<file path="config.mk">
export PLATFORM = sky130hd
export DESIGN_NAME = i2c_slave_regfile
export DESIGN_NICKNAME = d
export VERILOG_FILES = /design/src/rtl/i2c_slave_regfile.sv
export SDC_FILE = /design/constraint.sdc
export NUM_CORES = 1
export LEC_CHECK = 0
export ABC_AREA = 1
export CORE_ASPECT_RATIO = 0.9
export CORE_UTILIZATION = 30
export CTS_CLUSTER_DIAMETER = 100
export DETAILED_ROUTE_END_ITERATION = 10
export SETUP_SLACK_MARGIN = 0.3
export SLEW_MARGIN = 40
export SYNTH_ARGS = -nofsm -noshare
export SYNTH_HDL_FRONTEND = slang
export SYNTH_SLANG_ARGS = --single-unit
</file>
<file path="constraint.sdc">
create_clock -name clk -period 2.48 [get_ports clk]
set_input_delay 0.372 -clock clk [delete_from_list [all_inputs] [get_ports clk]]
set_output_delay 0.372 -clock clk [all_outputs]
set_load 0.1 [all_outputs]
</file>
<file path="src/rtl/i2c_slave_regfile.sv">
// I2C slave with a byte register file, auto-increment pointer and host port.
// Define I2C_GEN_CALL_EN to also ACK the general-call address (7'h00, write).
module i2c_slave_regfile #(
  parameter logic [6:0] SLAVE_ADDR  = 7'h55,
  parameter int         NUM_REGS    = 16,
  parameter int         SYNC_STAGES = 2,
  localparam int        AW          = $clog2(NUM_REGS)
) (
  input  logic          clk,
  input  logic          reset,
  input  logic          scl_i,
  input  logic          sda_i,
  output logic          sda_oe,
  input  logic [AW-1:0] host_addr,
  input  logic          host_we,
  input  logic [7:0]    host_wdata,
  output logic [7:0]    host_rdata,
  output logic          wr_valid,
  output logic [AW-1:0] wr_addr,
  output logic [7:0]    wr_data,
  output logic          busy
);

  typedef enum logic [3:0] {
    IDLE, ADDR, ADDR_ACK, PTR, PTR_ACK, WDATA, WDATA_ACK,
    RDATA, RACK, WAIT_STOP, GC_DATA, GC_ACK
  } state_t;

  localparam logic [AW-1:0] LAST = AW'(NUM_REGS - 1);

  logic [SYNC_STAGES-1:0] scl_q, sda_q;
  logic          scl_s, sda_s, scl_p, sda_p;
  logic          scl_rise, scl_fall, start, stop;
  state_t        state, state_n;
  logic [3:0]    cnt, cnt_n;
  logic [7:0]    shreg, rbuf;
  logic [AW-1:0] ptr, ptr_inc;
  logic          mack, oe_n;
  logic          hit, gc, ptr_ok, done, rx;
  logic          ld_ptr, inc_ptr, do_wr, ld_rbuf, set_busy;
  logic [7:0]    regs [NUM_REGS];

  assign scl_s    = scl_q[SYNC_STAGES-1];
  assign sda_s    = sda_q[SYNC_STAGES-1];
  assign scl_rise = scl_s & ~scl_p;
  assign scl_fall = ~scl_s & scl_p;
  assign start    = scl_s & scl_p & sda_p & ~sda_s;
  assign stop     = scl_s & scl_p & ~sda_p & sda_s;

  // cnt runs 7..0 on SCL rises; bit 3 set means all 8 bits are in
  assign done    = cnt[3];
  assign rx      = state inside {ADDR, PTR, WDATA, GC_DATA};
  assign hit     = shreg[7:1] == SLAVE_ADDR;
  assign ptr_ok  = {1'b0, shreg} < 9'(NUM_REGS);
  assign ptr_inc = (ptr == LAST) ? '0 : ptr + 1'b1;
`ifdef I2C_GEN_CALL_EN
  assign gc = shreg == 8'h00;
`else
  assign gc = 1'b0;
`endif

  assign host_rdata = regs[host_addr];

  always_ff @(posedge clk or negedge reset) begin
    if (!reset) begin
      scl_q <= '1;
      sda_q <= '1;
      scl_p <= 1'b1;
      sda_p <= 1'b1;
    end else begin
      scl_q <= {scl_q[SYNC_STAGES-2:0], scl_i};
      sda_q <= {sda_q[SYNC_STAGES-2:0], sda_i};
      scl_p <= scl_s;
      sda_p <= sda_s;
    end
  end

  always_comb begin
    state_n  = state;
    cnt_n    = cnt;
    ld_ptr   = 1'b0;
    inc_ptr  = 1'b0;
    do_wr    = 1'b0;
    ld_rbuf  = 1'b0;
    set_busy = 1'b0;
    unique case (1'b1)
      start: begin
        state_n = ADDR;
        cnt_n   = 4'd7;
      end
      stop: state_n = IDLE;
      scl_rise: if (rx) cnt_n = cnt - 4'd1;
      scl_fall: begin
        unique case (state)
          ADDR: if (done) begin
            if (hit || gc) begin
              state_n  = ADDR_ACK;
              set_busy = 1'b1;
            end else begin
              state_n = WAIT_STOP;
            end
          end
          ADDR_ACK: begin
            cnt_n = 4'd7;
            if (gc) begin
              state_n = GC_DATA;
            end else if (shreg[0]) begin
              state_n = RDATA;
              ld_rbuf = 1'b1;
            end else begin
              state_n = PTR;
            end
          end
          PTR: if (done) begin
            state_n = ptr_ok ? PTR_ACK : WAIT_STOP;
            ld_ptr  = ptr_ok;
          end
          PTR_ACK, WDATA_ACK: begin
            state_n = WDATA;
            cnt_n   = 4'd7;
          end
          WDATA: if (done) begin
            state_n = WDATA_ACK;
            do_wr   = 1'b1;
            inc_ptr = 1'b1;
          end
          RDATA: begin
            if (cnt == 4'd0) begin
              state_n = RACK;
              inc_ptr = 1'b1;
            end else begin
              cnt_n = cnt - 4'd1;
            end
          end
          RACK: begin
            cnt_n = 4'd7;
            if (mack) begin
              state_n = WAIT_STOP;
            end else begin
              state_n = RDATA;
              ld_rbuf = 1'b1;
            end
          end
          GC_DATA: if (done) state_n = GC_ACK;
          GC_ACK:  state_n = WAIT_STOP;
          default: ;
        endcase
      end
      default: ;
    endcase
  end

  always_comb begin
    oe_n = 1'b0;
    unique case (state)
      ADDR_ACK, PTR_ACK, WDATA_ACK, GC_ACK: oe_n = 1'b1;
      RDATA:   oe_n = ~rbuf[cnt[2:0]];
      default: oe_n = 1'b0;
    endcase
  end

  always_ff @(posedge clk or negedge reset) begin
    if (!reset) begin
      state    <= IDLE;
      cnt      <= 4'd7;
      shreg    <= '0;
      rbuf     <= '0;
      ptr      <= '0;
      mack     <= 1'b0;
      busy     <= 1'b0;
      sda_oe   <= 1'b0;
      wr_valid <= 1'b0;
      wr_addr  <= '0;
      wr_data  <= '0;
    end else begin
      state    <= state_n;
      cnt      <= cnt_n;
      sda_oe   <= oe_n;
      wr_valid <= do_wr;
      if (scl_rise && rx) shreg <= {shreg[6:0], sda_s};
      if (scl_rise && state == RACK) mack <= sda_s;
      if (ld_rbuf) rbuf <= regs[ptr];
      if (ld_ptr) ptr <= shreg[AW-1:0];
      else if (inc_ptr) ptr <= ptr_inc;
      if (stop) busy <= 1'b0;
      else if (set_busy) busy <= 1'b1;
      if (do_wr) begin
        wr_addr <= ptr;
        wr_data <= shreg;
      end
    end
  end

  // the I2C write is applied last so it wins a same-index host write
  always_ff @(posedge clk or negedge reset) begin
    if (!reset) begin
      for (int i = 0; i < NUM_REGS; i++) regs[i] <= '0;
    end else begin
      if (host_we) regs[host_addr] <= host_wdata;
      if (do_wr) regs[ptr] <= shreg;
    end
  end

endmodule

</file>
==> impl_metrics.py, run 1 <==
metrics = {
    "routing": {
        "num_vias": 11181,
        "dr_wl_cell_um": 19.1,
        "drt-initial-drc-count": 1404,
        "postRouteAntennaNets": 0,
        "drt-total-wl_mm": 40.2,
        "drt-pass1-iter-count": 6,
        "route.detailed.drc": 0,
        "via_per_inst": 5.32,
    },
    "timing": {
        "fin_ws_ps": 347,
        "final.setup_skew_ps": 22.1,
        "unrepaired_setup_endpoints_after_global_routing": "true",
        "final.period_utilization_pct": 86.0,
        "max_clock_freq_mhz": 469,
        "min_period_ps": 2130,
        "worst_slew_pin_slew_ps": 766,
        "max-slew-margin-rel_pct": 48.9,
        "fin_tns_setup_ps": 0,
        "report.final.hold_viol_count": 0,
        "report.final.setup_viol": 0,
        "timing_max_transition_violations_final": 0,
    },
    "status": {
        "status": "completed",
    },
    "synth": {
        "synth.ff_latch_count": 178,
        "netlist_top_cells_count": "609 x sky130_fd_sc_hd__nand2_1, 250 x sky130_fd_sc_hd__o21ai_0, 169 x sky130_fd_sc_hd__dfrtp_1, 96 x sky130_fd_sc_hd__nor2_1, 84 x sky130_fd_sc_hd__o21ai_1",
        "synthesis.nets": 1592,
        "netlist.area_leader.share_pct": 39.3,
        "synth_cell_types": 32,
        "yosys.cell_count.top_type": "sky130_fd_sc_hd__nand2_1",
        "yosys_warnings": 0,
        "post_synth_inst_count": 1567,
        "synthesis.area_sq_um": 10800,
        "synthesis.area_per_instance_sq_um": 6.86,
        "seq_area_frac_synth_pct": 41.5,
        "postSynth.asyncResetShare_pct": 100,
        "synth_enable_flop_cells": 0,
        "netlist.top_cell.by_area": "sky130_fd_sc_hd__dfrtp_1",
        "yosys_most_used_dff": "sky130_fd_sc_hd__dfrtp_1",
        "synth_top_cells_by_area": "sky130_fd_sc_hd__dfrtp_1 39%, sky130_fd_sc_hd__nand2_1 21%, sky130_fd_sc_hd__o21ai_0 12%, sky130_fd_sc_hd__a22oi_1 4.5%, sky130_fd_sc_hd__o21ai_1 3.9%",
    },
    "hold_path": {
        "holdCritStartpoint": "sda_i",
        "hold_path_class": "in2reg",
    },
    "clock_network": {
        "clock_tree_from_tritoncts": "done",
        "clk_transition_reported_paths_ps": 70,
        "cts_max_path_buffers": 2,
        "clock_sink_count": 178,
        "cts-buffers-inserted": 17,
        "cts_htree_levels": 4,
        "clk_latency_ps": 450,
        "cts_root_buf": "sky130_fd_sc_hd__clkbuf_16",
    },
    "critical_path": {
        "crit_type": "in2out",
        "critical_path_depth": 8,
        "reg2reg_from": "scl_p",
        "cp_data_arrival_time_ps": 1760,
        "critPathCapture": "host_rdata[4]",
        "critical_path.startpoint_type": "input pin",
        "timing.critical_path.required_ps": 2110,
        "timing.critical_path.slowest_stage_cell": "sky130_fd_sc_hd__clkdlybuf4s50_1",
        "critical_path_buf_inv_count": 5,
        "worst-r2r-setup-slack_ps": 370,
        "worst-r2r-cell-count": 10,
        "crit_path_largest_cell_delay_ps": 520,
        "crit_fanout": 11,
        "worstReg2RegEnd": "regs[120]",
        "end_kind": "primary output",
        "critPathLaunch": "host_addr[3]",
        "family_with_the_most_delay_on_the_worst_path": "buffers and inverters",
        "timing.critical_path.cells": "clkdlybuf4s50_1 -> inv_1 -> nor2_1 -> buf_6 -> nand2_1 -> nand4_1 -> buf_4 -> buf_12",
    },
    "floorplanning": {
        "top_level_i_o_count": 40,
        "start_util_pct": 30.6,
        "die_area_sq_um": 36600,
        "die_h_um": 182,
        "fp.coreArea_sq_um": 35100,
        "std_cell_rows": 65,
        "die_w_um": 202,
    },
    "power": {
        "p_clk_share_pct": 26.7,
        "power.combinational.fraction_pct": 31.7,
        "swShare_pct": 41.3,
        "cellInternalPower_mw": 6.20,
        "p_seq_share_pct": 41.6,
        "power_per_cell_area_nw_per_um2": 813,
        "leakagePower_nw": 6.18,
        "total_switching_power_mw": 4.37,
        "worst_ir_drop_vdd_v": 0.000487,
    },
    "global_route": {
        "grt_max_degree": 64,
        "first_global_vias": 10217,
        "grt_first_pass_wirelength_mm": 62.3,
        "antenna_found_initial": 0,
        "grt_util_all_layers_pct": 22.2,
        "sum_of_overflow_across_all_layers_after_global_routing": 0,
    },
    "placement": {
        "post-place-cells": 2063,
        "place.port_buffers": 39,
        "preCtsSetupSlack_ps": -143,
        "dpl_cell_area_sq_um": 12200,
        "routabilityCongestion": 0.931,
        "dp.final_hpwl_mm": 28.0,
    },
    "finish": {
        "nets": 1646,
        "utilization_pct": 37.0,
        "n_antenna_cell": 0,
        "num-fill-cells": 3686,
        "final_layout_size_suffix_gt1_share_pct": 13.3,
        "fin_cells": 2103,
        "final_cell_area_sq_um": 13000,
        "area_growth_syn_to_layout_pct": 20.9,
    },
    "job": {
        "max_cap_violations": 0,
    },
}
## stage by stage
| step | hold WS (ps) | power, mW |
|---|---|---|
| 2_1_floorplan | 76.4 | 6.23 |
| 6_report | 333 | 10.6 |
| 4_1_cts | 315 | 10.5 |
| 3_5_place_dp | 347 | 7.66 |
| 5_1_grt | 326 | 11.2 |
| 3_3_place_gp | 348 | 7.61 |
## power groups by stage
stage          registers [mW]  clock network (mW)  logic (mW)
2_1_floorplan            4.06                   0        2.17
3_3_place_gp             4.41                   0        3.20
3_5_place_dp             4.38                   0        3.28
4_1_cts                  4.34                2.86        3.30
5_1_grt                  4.45                2.99        3.73
6_report                 4.40                2.82        3.35
## metal layers
metal  up-vias  share of wire (%)  track usage, %
met1      5287                 45            32.0
met5         -                  0               0
li1       5271                  -               -
met2       552                 43            33.4
met4         0                2.8            7.85
met3        71                8.8            3.70
## kinds of logic after synthesis
logic type | after synthesis | synth area share (%)
buffers and inverters | 167 | 6.21
AND/OR/NAND/NOR | 794 | 29.9
flip-flops | 178 | 41.5
adder cells (fa/ha/maj) | 8 | 0.931
XOR/XNOR | 4 | 0.326
AO/OA/AOI/OAI | 416 | 21.1
## state kept, by name, indices dropped and copies added, names as in the netlist
signal / flops
wr_valid: 1
ptr: 4
state: 4
wr_addr: 4
sda_p: 1
shreg: 8
rbuf: 8
regs: 128
sda_oe: 1
wr_data: 8
scl_p: 1
cnt: 4
busy: 1
mack: 1
scl_q: 2
sda_q: 2
## placed cells by master, fill, tap and decap left out, drive strengths merged, types with 2 or more instances in the layout
| cell | count |
|---|---|
| inv | 85 |
| a21oi | 6 |
| clkdlybuf4s50 | 13 |
| o21ai | 334 |
| dfrtp | 169 |
| o211ai | 10 |
| nand4 | 17 |
| clkbuf | 19 |
| dfstp | 9 |
| clkinv | 7 |
| ha | 8 |
| xor2 | 3 |
| nand2 | 613 |
| nor3 | 2 |
| nand3b | 2 |
| a22oi | 64 |
| nor2 | 110 |
| buf | 107 |
| nand3 | 49 |
## layout make-up
class / instances / area [sq um] / area share (%)
Clock buffer: 17 / 425 / 3.27
Clock inverter: 15 / 160 / 1.23
Inverter: 79 / 304 / 2.34
Multi-Input combinational cell: 1222 / 5800 / 44.6
Sequential cell: 178 / 4470 / 34.4
Tap cell: 469 / 587 / 4.51
Timing Repair Buffer: 123 / 1250 / 9.65
## worst register-to-register path, cell delays in order, from the launching register on
cell	delay [ps]
sky130_fd_sc_hd__dfstp_2	550
sky130_fd_sc_hd__ha_1	160
sky130_fd_sc_hd__nand2_1	70
sky130_fd_sc_hd__inv_1	120
sky130_fd_sc_hd__nand4_4	150
sky130_fd_sc_hd__nor2_2	330
sky130_fd_sc_hd__buf_4	180
sky130_fd_sc_hd__nand2_1	40
sky130_fd_sc_hd__buf_4	200
sky130_fd_sc_hd__nand2_1	70
sky130_fd_sc_hd__o21ai_0	90
## repair_timing
action,4_1_cts,5_1_grt
gates resized for setup,15,19
pin swaps,1,5
gates cloned,1,2
hold endpoints to repair,47,0
hold buffers,1,0
buffers inserted,1,3
setup endpoints to repair,13,42
## worst min-delay path by stage
stage	end	slack, ps	depth (start not counted)
5_1_grt	sda_q[0]	330	1
4_1_cts	sda_q[0]	320	1
3_3_place_gp	sda_q[1]	350	0
2_1_floorplan	busy	80	0
3_5_place_dp	scl_q[1]	350	0
6_report	sda_q[0]	330	1
Power figures use the tool's default switching activity.
==> inputs of run 2 (changes only) <==
--- a/config.mk
+++ b/config.mk
@@ -7,9 +7,11 @@
 export LEC_CHECK = 0
 export ABC_AREA = 1
 export CORE_ASPECT_RATIO = 0.9
-export CORE_UTILIZATION = 30
+export CORE_UTILIZATION = 61
 export CTS_CLUSTER_DIAMETER = 100
 export DETAILED_ROUTE_END_ITERATION = 10
+export GPL_TIMING_DRIVEN = 0
+export PLACE_DENSITY = 0.8
 export SETUP_SLACK_MARGIN = 0.3
 export SLEW_MARGIN = 40
 export SYNTH_ARGS = -nofsm -noshare
==> run 2 against run 1 <==
Largest cell class unchanged. Clock skew down 8.3 ps. Total power fell by 0.15%. Cell count decreased by 9.8%. Highest routed layer unchanged. Critical path depth grew 1. Setup slack worse by 45 ps. Wire length up 3.2%. Sequential power is 2% lower. Die area shrank 50%. Via count is 8.6% higher.
==> impl_metrics.py, run 2 (synthesis gave the netlist of run 1 again) <==
metrics = {
    "global_route": {
        "first_global_vias": 10837,
        "sum_of_overflow_across_all_layers_after_global_routing": 0,
        "grt_util_all_layers_pct": 46.8,
        "grt_max_degree": 68,
        "antenna_found_initial": 1,
        "grt_first_pass_wirelength_mm": 62.3,
    },
    "clock_network": {
        "clock_tree_from_tritoncts": "done",
        "cts_root_buf": "sky130_fd_sc_hd__clkbuf_16",
        "cts_htree_levels": 4,
        "cts-buffers-inserted": 17,
        "clk_transition_reported_paths_ps": 70,
        "clk_latency_ps": 460,
        "clock_sink_count": 178,
        "cts_max_path_buffers": 2,
    },
    "power": {
        "power_per_cell_area_nw_per_um2": 829,
        "power.combinational.fraction_pct": 32.1,
        "p_seq_share_pct": 40.8,
        "cellInternalPower_mw": 6.18,
        "leakagePower_nw": 6.23,
        "swShare_pct": 41.4,
        "power.total_mw": 10.6,
        "p_clk_share_pct": 27.1,
        "worst_ir_drop_vdd_v": 0.000566,
        "total_switching_power_mw": 4.37,
    },
    "floorplanning": {
        "top_level_i_o_count": 40,
        "die_w_um": 142,
        "start_util_pct": 63.0,
        "die_area_sq_um": 18200,
        "fp.coreArea_sq_um": 17100,
        "std_cell_rows": 45,
        "die_h_um": 128,
    },
    "routing": {
        "num_vias": 12137,
        "via_per_inst": 6.40,
        "postRouteAntennaNets": 0,
        "highest-signal-layer": "met4",
        "route.detailed.drc": 0,
        "drt-pass1-iter-count": 9,
        "detailroute.wirelength.met3_mm": 6.21,
        "dr_wl_cell_um": 21.9,
        "drt-total-wl_mm": 41.5,
        "drt-initial-drc-count": 2024,
        "wl_met2_mm": 17.6,
        "met1_length_mm": 15.4,
    },
    "finish": {
        "registers.top_by_ff_count": "regs",
        "most_common_cell_after_layout_fill_and_taps_aside": "sky130_fd_sc_hd__nand2_1",
        "n_antenna_cell": 0,
        "nets": 1673,
        "layout_common_cells": "594 x sky130_fd_sc_hd__nand2_1, 248 x sky130_fd_sc_hd__o21ai_0, 169 x sky130_fd_sc_hd__dfrtp_1",
        "utilization_pct": 74.6,
        "final_layout_size_suffix_gt1_share_pct": 13.5,
        "largest_reg_flops": 128,
        "num-fill-cells": 1384,
        "area_growth_syn_to_layout_pct": 18.4,
    },
    "critical_path": {
        "crit_fanout": 10,
        "crit_path_largest_cell_delay_ps": 240,
        "critPathMostFrequentCell": "sky130_fd_sc_hd__nand2_1",
        "crit_type": "in2out",
        "critical_path_buf_inv_count": 4,
        "critical_path.startpoint_type": "input pin",
        "timing.critical_path.required_ps": 2110,
        "cp_data_arrival_time_ps": 1810,
        "end_kind": "primary output",
        "timing.critical_path.slowest_stage_cell": "sky130_fd_sc_hd__nor2_4",
        "family_with_the_most_delay_on_the_worst_path": "buffers and inverters",
        "timing.critical_path.cells": "buf_2 -> inv_2 -> nor2_4 -> buf_6 -> a22oi_1 -> nand2_1 -> nand2_1 -> nand4_1 -> buf_8",
    },
    "timing": {
        "fin_tns_setup_ps": 0,
        "fin_ws_ps": 302,
        "worst_slew_pin_slew_ps": 976,
        "unrepaired_setup_endpoints_after_global_routing": "true",
        "final.setup_skew_ps": 13.8,
        "max_clock_freq_mhz": 459,
        "min_period_ps": 2180,
        "max-slew-margin-rel_pct": 34.9,
        "report.final.setup_viol": 0,
        "timing_max_transition_violations_final": 0,
        "final.period_utilization_pct": 87.8,
        "report.final.hold_viol_count": 0,
    },
    "placement": {
        "routabilityCongestion": 1.09,
        "place.port_buffers": 39,
        "dp.final_hpwl_mm": 28.5,
        "preCtsSetupSlack_ps": -621,
    },
    "hold_path": {
        "hold_path_class": "in2reg",
    },
    "job": {
        "max_cap_violations": 0,
    },
    "status": {
        "status": "completed",
    },
}
[run 2: metrics by stage]
stage,area [sq um],cells,hold slack [ps]
after floorplan,10900,1567,76.4
after global placement,11600,1841,346
after detailed placement,11600,1843,306
after CTS,12500,1885,326
after global routing,12700,1896,334
final,12700,1896,327
[run 2: final timing paths]
check / from / cells past startpoint / slack, ps / endpoint
max: host_addr[0] / 9 / 300 / host_rdata[6]
min: scl_i / 1 / 330 / scl_q[0]
max reg2reg: scl_p / 11 / 320 / regs[102]
min reg2reg: sda_q[0] / 0 / 360 / sda_q[1]
max in group asynchronous: reset / 3 / 1330 / sda_q[1]
min in group asynchronous: reset / 2 / 420 / regs[122]
[run 2: area by class of cell]
cell class	instances	area (sq um)	share of cell area, %
Multi-Input combinational cell	1222	5890	46.3
Sequential cell	178	4470	35.1
Timing Repair Buffer	62	597	4.69
Clock inverter	14	170	1.34
Clock buffer	18	429	3.37
Buffer	88	579	4.55
Tap cell	235	294	2.31
Inverter	79	308	2.42
[run 2: timing repair]
action | CTS | global route
endpoints found under the setup margin | 133 | 155
hold buffers | 1 | 0
pin swaps | 8 | 7
hold endpoints to repair | 49 | 0
cloned | 0 | 2
buffers inserted | 9 | 9
resized for setup | 94 | 66
[run 2: power by group through the flow]
stage | registers (mW) | clock network (mW) | logic, mW
3_5_place_dp | 4.28 | 0 | 3.13
5_1_grt | 4.34 | 2.95 | 3.72
6_report | 4.30 | 2.86 | 3.39
4_1_cts | 4.24 | 2.83 | 3.22
3_3_place_gp | 4.27 | 0 | 3.06
2_1_floorplan | 4.06 | 0 | 2.17
[run 2: routing by layer]
layer	up-vias	global-route usage, %
met5	-	0
met4	0	25.1
met3	212	12.4
met2	1012	67.6
met1	5574	64.3
li1	5339	-
